### src/rtl/async_fifo_rd_ptr_ctrl_if.sv
// Read-side bus of the asynchronous FIFO pointer controller.
// The consumer side (master) drives the write pointer, read request and flush.
// The controller (slave) returns the address, pointer, flags and pulses.
interface async_fifo_rd_ptr_ctrl_if #(
    parameter int ADDR_WIDTH = 4
);
    localparam int PW = ADDR_WIDTH + 1;

    logic [PW-1:0]         wr_ptr_gray;
    logic                  rd_en;
    logic                  flush;
    logic [ADDR_WIDTH-1:0] rd_addr;
    logic [PW-1:0]         rd_ptr_gray;
    logic                  empty;
    logic [PW-1:0]         level;
    logic                  rd_valid;
    logic                  underflow;

    modport master (
        output wr_ptr_gray,
        output rd_en,
        output flush,
        input  rd_addr,
        input  rd_ptr_gray,
        input  empty,
        input  level,
        input  rd_valid,
        input  underflow
    );

    modport slave (
        input  wr_ptr_gray,
        input  rd_en,
        input  flush,
        output rd_addr,
        output rd_ptr_gray,
        output empty,
        output level,
        output rd_valid,
        output underflow
    );
endinterface

### src/rtl/async_fifo_rd_ptr_ctrl.sv
// Read-domain pointer controller of an asynchronous FIFO.
// Synchronizes the Gray write pointer, advances the binary read pointer on
// accepted reads or jumps it to the write pointer on flush, and produces
// registered empty/level/Gray-pointer outputs plus valid/underflow pulses.
module async_fifo_rd_ptr_ctrl #(
    parameter int ADDR_WIDTH = 4
) (
    input  logic                       clk,
    input  logic                       reset_n,
    async_fifo_rd_ptr_ctrl_if.slave    bus
);
    localparam int PW = ADDR_WIDTH + 1;

    // Gray to binary: each binary bit is the XOR of all Gray bits at and above it.
    function automatic logic [PW-1:0] gray_to_bin(input logic [PW-1:0] g);
        logic [PW-1:0] b;
        b[PW-1] = g[PW-1];
        for (int i = PW - 2; i >= 0; i--) begin
            b[i] = b[i+1] ^ g[i];
        end
        return b;
    endfunction

    // Binary to Gray: neighbouring codes differ in exactly one bit.
    function automatic logic [PW-1:0] bin_to_gray(input logic [PW-1:0] b);
        return b ^ {1'b0, b[PW-1:1]};
    endfunction

    localparam logic [PW-1:0] PTR_ZERO = {PW{1'b0}};
    localparam logic [PW-1:0] PTR_ONE  = {{(PW-1){1'b0}}, 1'b1};

    // Synchronizer stages: kept as plain flops with nothing between them.
    logic [PW-1:0] wq1_q;
    logic [PW-1:0] wq2_q;

    // Read-domain state and registered outputs.
    logic [PW-1:0] rd_bin_q;
    logic [PW-1:0] rd_bin_d;
    logic [PW-1:0] rd_gray_q;
    logic [PW-1:0] rd_gray_d;
    logic          empty_q;
    logic          empty_d;
    logic [PW-1:0] level_q;
    logic [PW-1:0] level_d;
    logic          rd_valid_q;
    logic          rd_valid_d;
    logic          underflow_q;
    logic          underflow_d;

    // Decoded synchronized write pointer and the accept qualifier.
    logic [PW-1:0] wr_bin_sync_s;
    logic          accept_s;

    assign wr_bin_sync_s = gray_to_bin(wq2_q);
    assign accept_s      = bus.rd_en & ~empty_q & ~bus.flush;

    // Two-flop synchronizer for the write pointer crossing into this domain.
    always_ff @(posedge clk or negedge reset_n) begin
        if (!reset_n) begin
            wq1_q <= PTR_ZERO;
            wq2_q <= PTR_ZERO;
        end else begin
            wq1_q <= bus.wr_ptr_gray;
            wq2_q <= wq1_q;
        end
    end

    // Next read pointer: flush discards everything up to the synchronized
    // write pointer; otherwise advance by one on an accepted read (wraps naturally).
    always_comb begin
        rd_bin_d = rd_bin_q;
        if (bus.flush) begin
            rd_bin_d = wr_bin_sync_s;
        end else if (accept_s) begin
            rd_bin_d = rd_bin_q + PTR_ONE;
        end else begin
            rd_bin_d = rd_bin_q;
        end
    end

    // Derived next-state values for the registered flags and pulses.
    always_comb begin
        rd_gray_d   = bin_to_gray(rd_bin_d);
        empty_d     = (rd_gray_d == wq2_q);
        level_d     = wr_bin_sync_s - rd_bin_d;
        rd_valid_d  = accept_s;
        underflow_d = bus.rd_en & empty_q & ~bus.flush;
    end

    // Pointer, flag and pulse registers; reset leaves the FIFO empty and idle.
    always_ff @(posedge clk or negedge reset_n) begin
        if (!reset_n) begin
            rd_bin_q    <= PTR_ZERO;
            rd_gray_q   <= PTR_ZERO;
            empty_q     <= 1'b1;
            level_q     <= PTR_ZERO;
            rd_valid_q  <= 1'b0;
            underflow_q <= 1'b0;
        end else begin
            rd_bin_q    <= rd_bin_d;
            rd_gray_q   <= rd_gray_d;
            empty_q     <= empty_d;
            level_q     <= level_d;
            rd_valid_q  <= rd_valid_d;
            underflow_q <= underflow_d;
        end
    end

    assign bus.rd_addr     = rd_bin_q[ADDR_WIDTH-1:0];
    assign bus.rd_ptr_gray = rd_gray_q;
    assign bus.empty       = empty_q;
    assign bus.level       = level_q;
    assign bus.rd_valid    = rd_valid_q;
    assign bus.underflow   = underflow_q;

endmodule
### src/flat_wrapper.sv
// flat-port wrapper written by rule: the top's interface ports become plain ports
module async_fifo_rd_ptr_ctrl_flat 
#(
    parameter int ADDR_WIDTH = 4
)
  (clk, reset_n, bus_wr_ptr_gray, bus_rd_en, bus_flush, bus_rd_addr, bus_rd_ptr_gray, bus_empty, bus_level, bus_rd_valid, bus_underflow);
  async_fifo_rd_ptr_ctrl_if #(.ADDR_WIDTH(ADDR_WIDTH)) bus_i ();
  input  logic clk;
  input  logic reset_n;
  input wire logic [$bits(bus_i.wr_ptr_gray)-1:0] bus_wr_ptr_gray;
  input wire logic [$bits(bus_i.rd_en)-1:0] bus_rd_en;
  input wire logic [$bits(bus_i.flush)-1:0] bus_flush;
  output wire logic [$bits(bus_i.rd_addr)-1:0] bus_rd_addr;
  output wire logic [$bits(bus_i.rd_ptr_gray)-1:0] bus_rd_ptr_gray;
  output wire logic [$bits(bus_i.empty)-1:0] bus_empty;
  output wire logic [$bits(bus_i.level)-1:0] bus_level;
  output wire logic [$bits(bus_i.rd_valid)-1:0] bus_rd_valid;
  output wire logic [$bits(bus_i.underflow)-1:0] bus_underflow;
  assign bus_i.wr_ptr_gray = bus_wr_ptr_gray;
  assign bus_i.rd_en = bus_rd_en;
  assign bus_i.flush = bus_flush;
  assign bus_rd_addr = bus_i.rd_addr;
  assign bus_rd_ptr_gray = bus_i.rd_ptr_gray;
  assign bus_empty = bus_i.empty;
  assign bus_level = bus_i.level;
  assign bus_rd_valid = bus_i.rd_valid;
  assign bus_underflow = bus_i.underflow;
  async_fifo_rd_ptr_ctrl #(.ADDR_WIDTH(ADDR_WIDTH)) u_core (.clk(clk), .reset_n(reset_n), .bus(bus_i));
endmodule
### config.mk
export PLATFORM = sky130hd
export DESIGN_NAME = async_fifo_rd_ptr_ctrl_flat
export DESIGN_NICKNAME = d
export VERILOG_FILES = /design/src/rtl/async_fifo_rd_ptr_ctrl_if.sv /design/src/rtl/async_fifo_rd_ptr_ctrl.sv /design/src/flat_wrapper.sv
export SDC_FILE = /design/constraint.sdc
export NUM_CORES = 1
export LEC_CHECK = 0
export CORE_MARGIN = 1
export CORE_UTILIZATION = 49
export CTS_CLUSTER_DIAMETER = 30
export DETAILED_ROUTE_END_ITERATION = 16
export PLACE_DENSITY = 0.86
export SYNTH_ARGS = -nofsm -noshare
export SYNTH_HDL_FRONTEND = slang
export SYNTH_SLANG_ARGS = --single-unit
### constraint.sdc
create_clock -name clk -period 3.44 [get_ports clk]
set_input_delay 1.032 -clock clk [delete_from_list [all_inputs] [get_ports clk]]
set_output_delay 1.032 -clock clk [all_outputs]
set_load 0.02 [all_outputs]
Word-level counts from Yosys, hierarchy flattened

Index checks and enable logic that the tools add are counted.

Word-level logic and storage cells: 24
Output and inout port bits: 17
Latch bits: 0
Input bits: 9
Memory bits (read-only): 0
Bits in writable memories: 0
Register bits: 28
Memories: 0

Muxes and demuxes: 2
Multiply operators: 0
Equality and inequality tests: 1
Bitwise operators: 11
Reductions and logical operators: 0
$lt $le $gt $ge: 0
Div/mod/pow operators: 0
Shifts and indexed selects: 0
Add/sub/neg operators: 2

Operators by type and width:

| cell                | number |
|---|---|
| $mux 5              | 2 |
| $add 5x1->5 const B | 1 |
| $eq 5x5->1          | 1 |
| $sub 5x5->5         | 1 |
| $xor 5x4->5         | 1 |
| $and 1x1->1         | 4 |
| $xor 1x1->1         | 4 |
| $not 1->1           | 2 |

Longest topological paths before layout

Gate-level depths: netlist of run 1.

Word-level depth: 7
Gate-level depth with buffers: 12
Depth with buffers taken out: 12

Least setup slack after synthesis of run 1

No wires, ideal clock.

Kind: input-to-reg
From: input bus_rd_en
To: register u_core.level_q[4], in the netlist u_core.bus.level[4]
Setup slack: 0.516 ns
Setup time: 0.080 ns
Stages: 11
Path buffers: 0
Data required time: 3.360 ns
Data arrival time: 2.844 ns
Cell sequence: nor2b_1 -> xor2_1 -> nor2_1 -> a21oi_1 -> ha_1 -> inv_1 -> fa_1 -> a21o_1 -> a21oi_1 -> xnor2_1 -> xnor2_1

Cells in the longest elaborated chain, start to end: 5

RTL lines:

| what                     | RTL line                      | RTL |
|---|---|---|
| from (decl)              | flat_wrapper.sv:11            | `input wire logic [$bits(bus_i.rd_en)-1:0] bus_rd_en;` |
| $and 1x1->1 (2 in a row) | async_fifo_rd_ptr_ctrl.sv:55  | `assign accept_s = bus.rd_en & ~empty_q & ~bus.flush;` |
| $mux 5                   | async_fifo_rd_ptr_ctrl.sv:74  | `end else if (accept_s) begin` |
| $mux 5                   | async_fifo_rd_ptr_ctrl.sv:72  | `if (bus.flush) begin` |
| via u_core.rd_bin_d[0]   | async_fifo_rd_ptr_ctrl.sv:38  | `logic [PW-1:0] rd_bin_d;` |
| $sub 5x5->5              | async_fifo_rd_ptr_ctrl.sv:85  | `level_d = wr_bin_sync_s - rd_bin_d;` |
| via u_core.level_d[4]    | async_fifo_rd_ptr_ctrl.sv:44  | `logic [PW-1:0] level_d;` |
| to (signal assigned)     | async_fifo_rd_ptr_ctrl.sv:103 | `level_q <= level_d;` |
| to (decl)                | async_fifo_rd_ptr_ctrl.sv:43  | `logic [PW-1:0] level_q;` |

The timed path passes the listed nets, and every way through them passes these cells.

Worst setup path after layout of run 1

Ends and elaborated chain as after synthesis.

==> results of run 1 <==
-- stage by stage --
step	hold slack (ns)	utilization (%)
floorplan	0.331	-
global placement	0.333	69.4
detailed placement	0.337	69.4
CTS	0.368	70.5
global route	0.372	70.5
finish	0.365	70.5
-- flip-flops by register name (all words and copies together) (netlist names) --
signal	count
u_core.bus.level	5
u_core.rd_bin_q	5
u_core.wq1_q	5
u_core.wq2_q	5
u_core.bus.rd_ptr_gray	4
u_core.bus.empty	1
u_core.bus.rd_valid	1
u_core.bus.underflow	1
-- cell usage in the layout, fill, tap and decap left out, types with 2 or more instances in the layout --
cell             synthesis  routed
buf_4                    0      10
a21o_1                   2       2
nor2_1                   3       3
o21ai_0                  2       2
clkbuf_4                 0       3
inv_1                    7       7
nand2_1                  5       5
clkdlybuf4s50_1          0      25
dfrtp_1                 26      26
nor3_1                   2       2
nor2b_1                  3       3
mux2i_1                  4       4
a21oi_1                  5       5
xnor2_1                 13      13
xor2_1                   9       9
ha_1                     5       5
-- final timing paths --
| kind | from | end | slack, ns | depth (start not counted) |
|---|---|---|---|---|
| min reg2reg | u_core.wq1_q[3]$_DFF_PN0_ | u_core.wq2_q[3]$_DFF_PN0_ | 0.36 | 0 |
| min in group asynchronous | reset_n | u_core.wq1_q[0]$_DFF_PN0_ | 1.06 | 1 |
| max in group asynchronous | reset_n | u_core.rd_bin_q[3]$_DFF_PN0_ | 1.77 | 2 |
| max reg2reg | u_core.wq2_q[4]$_DFF_PN0_ | u_core.bus.level[4]$_DFF_PN0_ | 0.35 | 12 |
| max | bus_rd_en | u_core.bus.level[4]$_DFF_PN0_ | 0.25 | 12 |
| min | u_core.wq1_q[3]$_DFF_PN0_ | u_core.wq2_q[3]$_DFF_PN0_ | 0.36 | 0 |
-- cell families (layout without fill, tap and decap cells) --
group | count (synthesis) | after routing
buf+inv | 8 | 46
compound gates | 12 | 12
simple gates | 17 | 17
flops | 27 | 27
mux | 5 | 5
xor+xnor | 22 | 22
fa+ha+maj | 6 | 6
-- metal layers --
metal / routed length, um / share of wire (%) / GRT usage (%) / up-vias
li1: - / - / - / 391
met1: 936 / 43 / 22.8 / 394
met2: 1120 / 52 / 34.2 / 17
met3: 56 / 2.6 / 3.51 / 6
met4: 54 / 2.5 / 9.46 / 0
met5: 0 / 0 / 0 / -
-- where the power goes --
| part | internal, mW | switching [mW] |
|---|---|---|
| combinational | 0.276 | 0.270 |
| sequential | 0.390 | 0.0387 |
| clock | 0.0453 | 0.0858 |
| total | 0.712 | 0.395 |
-- final cells by class --
| class | count | area, um2 |
|---|---|---|
| clock buffers | 4 | 26.3 |
| inverters | 7 | 26.3 |
| well taps | 28 | 35.0 |
| flip-flops and latches | 27 | 677 |
| repair buffers | 35 | 325 |
| fillers | 161 | 671 |
| multi-input cells | 62 | 515 |
==> summary by stage, run 1 <==
Place
After detailed placement, the design holds a cell count of between 150 and 200. During placement, the flow inserted port buffers numbering 25. The half-perimeter wire length of the detailed placement result is 1720 um.

At the end of routability-driven placement, the weighted congestion stood at 0.852. Summing all placed instances gives a cell area of around 1600 um2. Before CTS, the worst setup slack after placement is -0.0556 ns.

Yosys
The cell count after synthesis is 97. In this run, synthesis produced a sequential element count of 27. The post-synthesis async set-or-reset flop share is between 90% and 100%.

The total standard cell area after synthesis is about 1200 um2. The xor/xnor cell area share of the yosys netlist is approximately 16%. The most frequent cell after synthesis is dfrtp_1. The commonest cells after synthesis are dfrtp_1, xnor2_1, xor2_1, inv_1.

The area fraction of the dominant cell type after synthesis is around 53%. The predominant post-synthesis flop cell is dfrtp_1. The sequential element share of the synthesized area is a little under three fifths. The fraction of synthesized area in multiplexers is approximately 4.2%.

By area the synthesized netlist is led by dfrtp_1, xnor2_1, xor2_1. The largest total area in the synthesized netlist belongs to dfrtp_1. The number of nets handed over by synthesis was around 110. The fraction of the mapped netlist area in adder cells is just under 7%. A synthesized cell averages between 10 and 15 um2. In this run, synthesis inferred 0 flip-flops with an integrated enable. The count of warnings emitted by yosys is 0. The area fraction in compound gates after synthesis is ~7.3%. Of the total synthesized cell area, the portion taken by AND, OR, NAND and NOR gates is 8.19%. Counting distinct cell types in the post-synthesis netlist gives 24. The dominant combinational cell family by area after synthesis is XOR/XNOR gates.

Route
Dividing the detail-routed via count by the number of cells gives between 4 and 5. The wire length reported by the detailed router is approximately 2200 um. The first-pass detailed-route iteration total is 4.

For this block, the via count after detailed routing is 808. The number of DRC markers after the initial detailed-route iteration is 7. The average detailed-routed wire length per instance is approximately 13 um.

The remaining routing DRC violations is 0. The count of nets left with antenna violations once routing finished came out at 0.

Timing
Setup repair after global routing left no endpoint under its margin. The number of pins exceeding their max-slew limit in the final report is 0. The number of hold-slack violations in the final timing report is 0. Derived from the worst setup path, the maximum achievable clock frequency is between 300 and 400 MHz. The clock period could shrink to 3.19 ns.

The worst pin sits at a relative slew slack of roughly three fifths. The setup TNS after final layout is 0 ns. The final setup violation count is 0.

Across the routed clock network, the largest skew measured is between 0.004 and 0.005 ns. The share of the clock period used by the worst path is slightly above 90%. For the pin with the worst max-slew slack, the measured transition is between 0.5 and 0.6 ns.

The final worst setup slack is roughly 0.25 ns.

Clock network
Once the clock tree was built, the setup fixing pass inserted 0 buffers. The number of resized instances in the post-cts repair step is 0. The number of sinks handled by clock tree synthesis is 27. After clock tree synthesis, the flow added hold-fix buffers numbering 0.

The source-to-sink clock delay at the later pin of the worst-skew pair is 0.32 ns. In this run the number of H-tree levels came out at 1. The tree is rooted in a clkbuf_4.

The clock-pin slew reported for the worst setup and hold paths after clock tree synthesis is 0.13 ns. Counting along the longest clock path gives a buffer depth of 2. The TritonCTS clock tree is done.

In this run, CTS created clock tree buffers numbering 3.

Setup path
The family with the most delay on the worst path is adder cells. The category of the most critical setup path is in2reg. The critical path launch point type is an input port. The slowest stage cell on the critical path is clkdlybuf4s50_1. On the worst path, the slowest cell contributes a delay of ~0.47 ns.

The number of buffers and inverters on the critical path is 2. Of all nets on the critical path, the largest fanout is 2. STA puts the critical path data required time at 3.67 ns. Traced cell by cell, the critical path runs through clkdlybuf4s50_1 -> nor2b_1 -> xor2_1 -> nor2_1 -> a21oi_1 -> ha_1 -> inv_1 -> fa_1 -> a21o_1 -> a21oi_1 -> xnor2_1 -> xnor2_1. Data arrives at the worst endpoint at roughly 3.4 ns. The critical path capture point type is a flop.

Floorplanning
The row count is 17. The initial utilization of the core area, before any placement, comes to 53.7%. The number of top-level pins is 26. The placeable core region is approximately 2300 um2. The die is about 52 um wide. The die footprint is roughly 2700 um2. The vertical extent of the die is about 52 um.

GRT
The number of global-route vias before repair came to 850. The number of antenna violations at the first check in global routing is 0. The remaining global-route overflow is 0. The maximum number of pins on one net before global-route repair is 16. The first-pass GRT wire length is ~3700 um. The aggregate global-route resource usage is about a fifth.

Power and ir drop
The peak ir drop on the vdd network is 520 uV. Power comes to approximately 1.1 mW. Power spread over the standard cell area amounts to ~690 nW/um2. The analysis attributes to cell leakage a power of 0.728 nW.

Cells and area
The fraction of layout cells with a size suffix above 1 is between 10% and 20%. The number of cells in the finished layout apart from fillers is between 150 and 200. The number of antenna diodes in the final layout is 0. Relative to the synthesized area, the layout overhead comes to 31.3%. For this run, the post-layout net count is around 150. The area of all placed cells without fillers is ~1600 um2.

Run
The tool flagged a number of max-cap violations equal to 0.

Worst hold path
The worst hold path belongs to the class reg2reg.

Outcome
The run finished with clean final reports.
Note: power is estimated with default switching activity, not from simulation.
==> inputs of run 2 (changes only) <==
- CTS_CLUSTER_DIAMETER: 30 -> 50
- SKIP_LAST_GASP: not set -> 1
==> results of run 2 <==
Same layout as run 1: the final DEF is identical, and so are final timing and power.
